<file path="config.mk">
export PLATFORM = sky130hd
export DESIGN_NAME = kbd_rx_ctrl
export DESIGN_NICKNAME = d
export VERILOG_FILES = /design/src/rtl/kbd_rx_ctrl.sv
export SDC_FILE = /design/constraint.sdc
export NUM_CORES = 1
export LEC_CHECK = 0
export ABC_AREA = 1
export CORE_MARGIN = 1.5
export CORE_UTILIZATION = 40
export CTS_CLUSTER_SIZE = 16
export DETAILED_ROUTE_END_ITERATION = 7
export PLACE_DENSITY_LB_ADDON = 0.05
export SLEW_MARGIN = 10
export SYNTH_ARGS = -nofsm -noshare
export SYNTH_HDL_FRONTEND = slang
export SYNTH_SLANG_ARGS = --single-unit
</file>
<file path="constraint.sdc">
create_clock -name clk -period 4 [get_ports clk]
set_clock_uncertainty 0.2 [all_clocks]
set_input_delay 0.6 -clock clk [delete_from_list [all_inputs] [get_ports clk]]
set_output_delay 0.6 -clock clk [all_outputs]
set_load 0.05 [all_outputs]
</file>
<file path="src/rtl/kbd_rx_ctrl.sv">
// kbd_rx_ctrl: host-side receiver for the 2-wire keyboard link.
// It deglitches the link, checks each frame and queues good bytes in a FIFO; it inhibits the device when the FIFO is full.
module kbd_rx_ctrl #(
    parameter int SYNC_STAGES = 2,
    parameter int FILTER_LEN  = 4,
    parameter int TIMEOUT_CYC = 2000,
    parameter int FIFO_DEPTH  = 4
) (
    input  logic                          clk,
    input  logic                          reset,
    input  logic                          kbd_clk,
    input  logic                          kbd_dat,
    output logic                          inhibit,
    output logic [7:0]                    rx_data,
    output logic                          rx_valid,
    input  logic                          rx_ready,
    output logic [$clog2(FIFO_DEPTH):0]   fifo_count,
    output logic                          err_parity,
    output logic                          err_frame,
    output logic                          err_overflow,
    output logic                          err_timeout
);
    localparam int AW = $clog2(FIFO_DEPTH);
    localparam int FW = FILTER_LEN > 1 ? $clog2(FILTER_LEN) : 1;
    localparam int TW = $clog2(TIMEOUT_CYC + 1);
    typedef enum logic [1:0] {IDLE, DATA, PARITY, STOP} state_t;
    state_t state;
    logic [SYNC_STAGES-1:0] clk_sync, dat_sync;
    logic filt_clk, filt_prev;
    logic [FW-1:0] filt_cnt;
    logic [2:0] idx;
    logic [7:0] shreg;
    logic par;
    logic [TW-1:0] tcnt;
    logic [7:0] mem [FIFO_DEPTH];
    logic [AW-1:0] wr_ptr, rd_ptr;
    logic fall, bit_in, full, pop, stop_ev, good, push;

    assign fall     = filt_prev & ~filt_clk;
    assign bit_in   = dat_sync[SYNC_STAGES-1];
    assign full     = fifo_count == (AW+1)'(FIFO_DEPTH);
    assign rx_valid = fifo_count != '0;
    assign rx_data  = mem[rd_ptr];
    assign pop      = rx_valid & rx_ready;
    assign stop_ev  = fall & (state == STOP);
    assign good     = stop_ev & bit_in & ^{shreg, par};
    assign push     = good & (~full | pop);

    // Sync and filter state preset high so leaving reset never looks like a falling edge.
    always_ff @(posedge clk) begin
        if (reset) begin
            clk_sync  <= '1;
            dat_sync  <= '1;
            filt_clk  <= 1'b1;
            filt_prev <= 1'b1;
            filt_cnt  <= '0;
        end else begin
            clk_sync  <= {clk_sync[SYNC_STAGES-2:0], kbd_clk};
            dat_sync  <= {dat_sync[SYNC_STAGES-2:0], kbd_dat};
            filt_prev <= filt_clk;
            if (clk_sync[SYNC_STAGES-1] == filt_clk) begin
                filt_cnt <= '0;
            end else if (filt_cnt == FW'(FILTER_LEN - 1)) begin
                filt_clk <= clk_sync[SYNC_STAGES-1];
                filt_cnt <= '0;
            end else begin
                filt_cnt <= filt_cnt + 1'b1;
            end
        end
    end

    always_ff @(posedge clk) begin
        if (reset) begin
            state        <= IDLE;
            idx          <= '0;
            shreg        <= '0;
            par          <= 1'b0;
            tcnt         <= '0;
            inhibit      <= 1'b0;
            err_parity   <= 1'b0;
            err_frame    <= 1'b0;
            err_overflow <= 1'b0;
            err_timeout  <= 1'b0;
        end else begin
            err_parity   <= stop_ev & bit_in & ~^{shreg, par};
            err_frame    <= stop_ev & ~bit_in;
            err_overflow <= good & full & ~pop;
            err_timeout  <= 1'b0;
            inhibit      <= full & (state == IDLE);
            tcnt         <= (state == IDLE || fall) ? '0 : tcnt + 1'b1;
            if (fall) begin
                case (state)
                    IDLE: begin
                        state <= bit_in ? IDLE : DATA;
                        idx   <= '0;
                    end
                    DATA: begin
                        shreg[idx] <= bit_in;
                        idx        <= idx + 1'b1;
                        if (idx == 3'd7) state <= PARITY;
                    end
                    PARITY: begin
                        par   <= bit_in;
                        state <= STOP;
                    end
                    default: state <= IDLE;
                endcase
            end else if (state != IDLE && tcnt == TW'(TIMEOUT_CYC - 1)) begin
                err_timeout <= 1'b1;
                state       <= IDLE;
            end
        end
    end

    always_ff @(posedge clk) begin
        if (reset) begin
            wr_ptr     <= '0;
            rd_ptr     <= '0;
            fifo_count <= '0;
            for (int i = 0; i < FIFO_DEPTH; i++) mem[i] <= '0;
        end else begin
            if (push) begin
                mem[wr_ptr] <= shreg;
                wr_ptr      <= wr_ptr + 1'b1;
            end
            if (pop) rd_ptr <= rd_ptr + 1'b1;
            fifo_count <= fifo_count + (AW+1)'(push) - (AW+1)'(pop);
        end
    end
endmodule

</file>
Word level (Yosys, flattened, before mapping)
Memories as Yosys holds them, arrays and structs flattened. A register that Yosys moved wholly into a read port is not among the register bits.
Cells that the tools add are included.
{"block": "totals", "inputBits": 5, "ramBits": 32, "mem_count": 1, "register_bits": 45, "out_inout_bits": 17, "latch_bits": 0, "romBits": 0, "word_cells": 93}
{"block": "op_classes", "n_addsub": 7, "reduce_logical": 19, "n_lt_le_gt_ge": 2, "n_div": 0, "n_mul": 0, "n_eq_ne": 9, "shifts": 0, "n_mux": 20, "bitwise_logic": 17}
{"memory": "mem", "words": 4, "word_bits": 8, "rd": 1, "rd_clocked_by_memory_dff": 1, "write_ports": 4, "line": "35", "rtl": "logic [7:0] mem [FIFO_DEPTH];"}
{"operator": "2-bit 2-to-1 mux", "count": 6}
{"operator": "11-bit by 1-bit adder with 11-bit output (second input constant)", "count": 1}
{"operator": "1-bit AND", "count": 11}
{"operator": "11-bit equality test (second input constant)", "count": 1}
{"operator": "2-bit AND reduction", "count": 5}
{"operator": "1-bit 2-to-1 mux", "count": 9}
{"operator": "9-bit XNOR reduction", "count": 1}
{"operator": "9-bit parity", "count": 1}
{"operator": "8-bit bitwise mux", "count": 1}
{"operator": "8-bit 2-to-1 mux", "count": 1}
{"operator": "8-bit OR reduction", "count": 1}
{"operator": "2-bit by 1-bit adder with 2-bit output (second input constant)", "count": 3}
{"operator": "2-bit equality test (second input constant)", "count": 3}
{"operator": "3-bit equality test (second input constant)", "count": 2}
{"operator": "2-bit one-hot mux with 3 select lines", "count": 1}
{"operator": "3-bit one-hot mux with 2 select lines", "count": 1}
{"operator": "2-bit nonzero test", "count": 3}
{"operator": "1-bit inverter", "count": 5}
{"operator": "3-bit by 4-bit < comparator with 1-bit output (second input constant)", "count": 1}
{"operator": "2-bit OR reduction", "count": 2}
{"operator": "3-bit by 1-bit adder with 3-bit output", "count": 1}
{"operator": "3-bit by 1-bit adder with 3-bit output (second input constant)", "count": 1}
{"operator": "1-bit demux with 3-bit select", "count": 1}
{"operator": "3-bit by 1-bit >= comparator with 1-bit output (second input constant)", "count": 1}
{"operator": "other kinds (10)", "count": 11}

Logic depth before layout (Yosys ltp)
Gate-level depths: netlist (run 1).
{"block": "depth", "depth_word": 11, "ltp_mapped": 16, "depth_no_buf": 16}

Least setup slack after synthesis (run 1)
Ideal clock, no wire load.
{"block": "synth_timing", "kind": "register -> register", "from": "reg fifo_count[1]", "to": "mem mem[1][0], enable pin", "synth_period_minus_slack_ns": 2.979, "stages_incl_launch_ff": 7, "setup_slack_ns": 1.021, "arrival_time_ns": 2.395, "setup_time_ns": 0.384, "path_buffers": 0, "required_time_ns": 3.416, "path_cell_list": "dfxtp_1 nor2_1 nand2_1 nand2_1 nand2_2 nand4_1 o21ai_0"}
{"element": "from (decl)", "line": "17", "rtl": "output logic [$clog2(FIFO_DEPTH):0] fifo_count,"}
{"element": "from (signal assigned)", "line": "127", "rtl": "fifo_count <= fifo_count + (AW+1)'(push) - (AW+1)'(pop);"}
{"element": "to (decl)", "line": "35"}

==> impl_metrics.py, run 1 <==
metrics = {
    "run_status": {
        "status": "finished, final reports clean",
    },
    "placement": {
        "dp_hpwl_um": 4790,
        "port_buffers": 21,
        "routabilityCongestion": 0.749,
    },
    "sta": {
        "maxSlewViolCount": 0,
        "min_period_ns": 3.11,
        "fin_crit_sh": 0.778,
        "finalHoldViolations": 0,
        "setup_viol": 0,
        "fmax_ghz": 0.321,
        "rsz0062_at_grt": "false",
        "worstMarginPinSlew_ns": 0.729,
        "slew_headroom": 0.510,
        "setup_tns_ns": 0,
        "hold_slack_ns": 0.212,
    },
    "floorplan": {
        "dieArea_um2": 9290,
        "coreArea_um2": 8340,
        "num_io_pins": 22,
        "fp.dieW_um": 96.4,
        "start_util": 0.418,
        "die_h_um": 96.4,
        "num_rows": 33,
    },
    "synthesis": {
        "synth_nets": 412,
        "synth-warning-count": 0,
        "syn_avg_cell_area_um2": 8.78,
        "synth-seq-cells": 79,
        "yosysTopAreaCellShare": 0.276,
        "yosysTopAreaCell": "edfxtp_1",
        "postSynthCellCount": 397,
        "syn_area_um2": 3490,
        "ys_seq_area_frac": 0.545,
        "synth_cell_types": 29,
        "synth_area_leaders": "edfxtp_1 28%, dfxtp_1 27%, nor2_1 7.4%, nand2_1 6.0%, inv_1 5.2%",
    },
    "global_route": {
        "grt_max_degree": 22,
        "antenna_found_initial": 0,
        "grt_pass1_wl_um": 11100,
        "groute.usage.overall": 0.159,
        "grt_overflow": 0,
        "grt_pass1_vias": 2336,
    },
    "routing": {
        "drt_iter0_drc": 88,
        "drt-total-wl_um": 6640,
        "vias": 2584,
        "wl_per_cell_um": 12.4,
        "drc": 0,
        "avgViaCountPerCell": 4.81,
        "ant_nets": 0,
        "first_pass_iters": 4,
    },
    "clock_tree": {
        "post-cts-setup-buffer-count": 0,
        "cts_tree": "built",
        "cts_buffers": 9,
        "clk_path_buf_depth": 2,
        "clkTransAtPathRegs_ns": 0.09,
        "cts_resized": 0,
        "cts_sinks": 79,
        "ctsRootBufferMaster": "clkbuf_8",
        "insertion_delay_ns": 0.34,
        "holdBufCountCts": 0,
        "cts_max_level": 3,
    },
    "run": {
        "maxCapViolCount": 0,
    },
    "setup_path": {
        "max_stage_delay_ns": 0.70,
        "slowest_stage": "clkdlybuf4s50_1",
        "worst-path-max-fanout": 17,
        "arrival_ns": 2.31,
        "crit_required_ns": 3.20,
        "worst_setup_path_end_kind": "primary output",
        "critPathKind": "reg -> out",
        "r2r-end": "fifo_count[2]",
        "crit_path_start_kind": "register",
        "reg2regPathDepth": 16,
        "path_cells": "inv_1 -> o21ai_0 -> o22ai_1 -> clkdlybuf4s50_1",
        "ff2ff_setup_slack_ns": 1.45,
        "r2r_start": "shreg[5]",
    },
    "layout": {
        "nets": 442,
        "fin_util": 0.484,
        "n_fill_cell": 793,
        "antenna_cells": 0,
        "drive_above_1_share": 0.0949,
        "multi_input_area_um2": 1350,
        "syn_to_final_growth_pct": 15.9,
        "register_area_um2": 1900,
    },
    "hold_path": {
        "hp-class": "reg -> reg",
        "hold_start": "clk_sync[0]",
        "whs_path_depth": 1,
        "min_to": "clk_sync[1]",
    },
    "power_and_ir_drop": {
        "power_w": 0.00199,
        "cellLeakagePower_nw": 1.52,
        "ir_worst_vdd_mv": 0.199,
        "p_per_area_nw_per_um2": 493,
    },
}
cell type report:
class | instances | share of cell area
clock buffer | 10 | 0.0316
clock inverter | 6 | 0.0207
inverter | 55 | 0.0511
multi-input combinational | 257 | 0.334
sequential | 79 | 0.471
tap | 105 | 0.0325
timing repair buffer | 25 | 0.0595
worst max-delay path by stage:
stage                              from             to  depth (start not counted)
after floorplan           fifo_count[1]      mem[1][0]                          6
after global placement         rx_ready  fifo_count[2]                         11
after detailed placement       rx_ready  fifo_count[2]                         11
after CTS                      register     rx_data[6]                          4
after global routing           register     rx_data[6]                          4
final                          register     rx_data[6]                          4
flip-flops by register name, indices dropped and copies added (netlist names), 2 cells and up, named ones only:
register and cells:
clk_sync 2, dat_sync 2, fifo_count 3, filt_cnt 2, idx 3, mem 32
rd_ptr 2, shreg 8, state 2, tcnt 11, wr_ptr 2
critical path, delay by kind of cell (launching register included):
kind                   cells  cell delay, ns
buffers and inverters      2            1.02
AO/OA/AOI/OAI              2            0.33
flip-flops                 1            0.61
Yosys cell counts (all sizes together):
cell type and n:
a21oi 27, a311oi 5, and3 1, buf 1
clkbuf 5, clkinv 1, dfxtp 47, edfxtp 32
fa 1, ha 9, inv 54, nand2 62
nand3 12, nand4 4, nor2 70, nor3 14
nor3b 1, o211ai 2, o21ai 34, o22ai 9
or2 5, xor2 1
routing by layer:
metal / vias to the layer above / global-route usage / part of all wire
met3: 4 / 0.0423 / 0.022
met4: 0 / 0.0507 / 0.0057
met1: 1170 / 0.200 / 0.48
li1: 1376 / - / -
met5: - / 0 / 0
met2: 34 / 0.268 / 0.49
metrics by stage:
| step | worst slack (ns) | instance area, µm² | std cells |
|---|---|---|---|
| floorplan | 1.02 | 3490 | 397 |
| global placement | 1.21 | 3830 | 521 |
| detailed placement | 1.20 | 3830 | 521 |
| CTS | 0.829 | 4040 | 537 |
| global route | 0.639 | 4040 | 537 |
| finish | 0.888 | 4040 | 537 |
power by group:
group / switching (W) / total (W) / internal [W]
clock: 0.000284 / 0.000634 / 0.000350
sequential: 0.0000363 / 0.000907 / 0.000871
combinational: 0.000304 / 0.000451 / 0.000147
total: 0.000624 / 0.00199 / 0.00137
kinds of logic after synthesis:
logic type,after synthesis,share of synthesized area
and+or+nand+nor,169,0.226
buffers and inverters,61,0.0678
DFF,79,0.545
xor gates and xnor gates,1,0.00251
adders and majority gates,10,0.0380
AOI/OAI and AO/OA,77,0.121
placed cells by master, fill, tap and decap left out, types with 11 or more instances in the layout:
master            n
dfxtp_1          47
inv_1            48
nor3_1           11
nand3_1          11
o21ai_0          34
nand2_1          56
nor2_1           69
clkdlybuf4s50_1  21
edfxtp_1         32
a21oi_1          27
No activity file was read; power rests on OpenSTA's default activity.
==> inputs of run 2 (changes only) <==
==> constraint.sdc (replaced) <==
create_clock -name clk -period 2.9 [get_ports clk]
set_clock_uncertainty 0.2 [all_clocks]
set_input_delay 0.435 -clock clk [delete_from_list [all_inputs] [get_ports clk]]
set_output_delay 0.435 -clock clk [all_outputs]
set_load 0.05 [all_outputs]
==> run 2 against run 1 <==
Net effect:
- final area is 0.68% higher
- largest cell class unchanged
- die area stayed put
- first-iteration DRC count is 13% higher
- sequential share of layout area is 0.32 points lower
- clock power is 20% higher
- via count is 0.12% higher
- setup slack worse by 0.65 ns
- register-to-register slack worse by 1.0 ns
- count of clock-buffer cells in the layout is 2 higher
- flip-flop and latch count stayed put
==> impl_metrics.py, run 2 (synthesized netlist as in run 1, its figures left out) <==
metrics = {
    "routing": {
        "first_pass_iters": 4,
        "drt-total-wl_um": 6730,
        "wl_per_cell_um": 12.4,
        "avgViaCountPerCell": 4.77,
        "ant_nets": 0,
        "drc": 0,
        "drt_iter0_drc": 99,
        "vias": 2587,
    },
    "layout": {
        "largest_reg_flops": 32,
        "top_regs": "mem (32), tcnt (11), shreg (8)",
        "finalInstanceArea_um2": 4070,
        "nets": 447,
        "drive_above_1_share": 0.112,
        "largest_register": "mem",
        "final_common_cell": "nor2_1",
        "syn_to_final_growth_pct": 16.6,
        "antenna_cells": 0,
        "layout_common_cells": "69 x nor2_1, 56 x nand2_1, 47 x inv_1, 47 x dfxtp_1, 33 x o21ai_0",
    },
    "setup_path": {
        "worst-path-max-fanout": 13,
        "crit_path_start_kind": "register",
        "cpMostUsedCell": "buf_4",
        "worst_setup_path_end_kind": "primary output",
        "arrival_ns": 2.03,
        "crit_required_ns": 2.27,
        "critPathKind": "reg -> out",
        "slowest_stage": "dfxtp_1",
        "cp_num_buf_inv": 4,
        "max_stage_delay_ns": 0.53,
        "critPathTopFamily": "buffers and inverters",
        "path_cells": "clkinvlp_4 -> buf_4 -> buf_4 -> o21ai_0 -> o22ai_1 -> dlygate4sd2_1",
    },
    "floorplan": {
        "num_rows": 33,
        "die_h_um": 96.4,
        "start_util": 0.418,
        "num_io_pins": 22,
        "dieArea_um2": 9290,
        "coreArea_um2": 8340,
        "fp.dieW_um": 96.4,
    },
    "power_and_ir_drop": {
        "p_per_area_nw_per_um2": 653,
        "cellLeakagePower_nw": 1.61,
        "ir_worst_vdd_mv": 0.281,
    },
    "clock_tree": {
        "ctsRootBufferMaster": "clkbuf_8",
        "clk_path_buf_depth": 2,
        "insertion_delay_ns": 0.34,
        "cts_sinks": 79,
        "cts_buffers": 9,
        "clkTransAtPathRegs_ns": 0.08,
        "cts_tree": "built",
        "cts_max_level": 3,
        "holdBufCountCts": 0,
    },
    "sta": {
        "finalHoldViolations": 0,
        "setup_viol": 0,
        "maxSlewViolCount": 0,
        "fin_crit_sh": 0.920,
        "slew_headroom": 0.664,
        "min_period_ns": 2.67,
        "worstMarginPinSlew_ns": 0.503,
        "hold_slack_ns": 0.210,
        "setup_tns_ns": 0,
        "fmax_ghz": 0.375,
        "rsz0062_at_grt": "false",
    },
    "hold_path": {
        "hp-class": "reg -> reg",
    },
    "placement": {
        "postPlaceCellArea_um2": 3850,
        "port_buffers": 21,
        "dp_hpwl_um": 4830,
        "routabilityCongestion": 0.768,
    },
    "run_status": {
        "status": "finished, final reports clean",
    },
    "global_route": {
        "grt_pass1_wl_um": 11200,
        "grt_overflow": 0,
        "grt_pass1_vias": 2515,
        "groute.usage.overall": 0.161,
        "antenna_found_initial": 0,
        "grt_max_degree": 22,
    },
    "run": {
        "maxCapViolCount": 0,
    },
}
[run 2: cell types whose count changed in the layout (fill, tap and decap cells not counted), sizes merged]
cell           previous run  this run
buf                       4         9
bufinv                    2         0
clkbuf                   10        12
clkdlybuf4s50            21        13
clkinvlp                  1         2
dlygate4sd2               0         2
dlymetal6s2s              0         6
inv                      55        54
[run 2: timing repair]
action | in CTS | in global routing
gates resized for setup | 2 | 7
buffers inserted | 0 | 2
setup endpoints to repair | 2 | 6
[run 2: layout make-up]
cell class / count / area [µm²]
clock buffers: 12 / 155
well taps: 105 / 131
flip-flops and latches: 79 / 1900
inverters: 55 / 210
fillers: 805 / 4270
multi-input cells: 257 / 1350
repair buffers: 30 / 290
clock inverters: 4 / 30.0
[run 2: power breakdown]
| part | total [W] | internal [W] | switching, W |
|---|---|---|---|
| combinational | 0.000655 | 0.000215 | 0.000440 |
| sequential | 0.00124 | 0.00120 | 0.0000436 |
| clock | 0.000759 | 0.000361 | 0.000397 |
| total | 0.00266 | 0.00178 | 0.000881 |
[run 2: worst register-to-register path, stage by stage (launching register included)]
cell and delay, ns:
dfxtp_1 0.33, inv_1 0.17, nand2_1 0.08, nand2_1 0.07
nand2_1 0.05, nand2_1 0.11, inv_1 0.07, nand3_2 0.10
nand2_4 0.08, nor2_1 0.19, nand3_1 0.10, nand2_1 0.07
ha_1 0.13, inv_1 0.05, fa_1 0.37, o21ai_0 0.17
a21oi_1 0.05
[run 2: routing by layer]
metal  vias to the layer above  track usage  part of all wire
met5                         -            0                 0
met4                         0       0.0725             0.015
met3                         9       0.0305             0.036
met2                        51        0.278              0.47
met1                      1144        0.195              0.47
li1                       1383            -                 -
[run 2: final timing paths]
check                                     end  slack (ns)  depth (start not counted)         from
worst min-delay path              dat_sync[1]        0.21                          1  dat_sync[0]
worst max-delay path               rx_data[5]        0.23                          6     register
worst min register to register    dat_sync[1]        0.21                          1  dat_sync[0]
worst max register to register  fifo_count[2]        0.41                         16     shreg[5]
[run 2: per-stage QoR]
stage / total power, W / cells / setup WS, ns / utilization
floorplan: 0.00171 / 397 / 0.0325 / -
global placement: 0.00192 / 524 / 0.360 / 0.462
detailed placement: 0.00192 / 524 / 0.318 / 0.462
CTS: 0.00267 / 540 / 0.00226 / 0.484
global route: 0.00279 / 542 / 0.116 / 0.488
finish: 0.00266 / 542 / 0.233 / 0.488
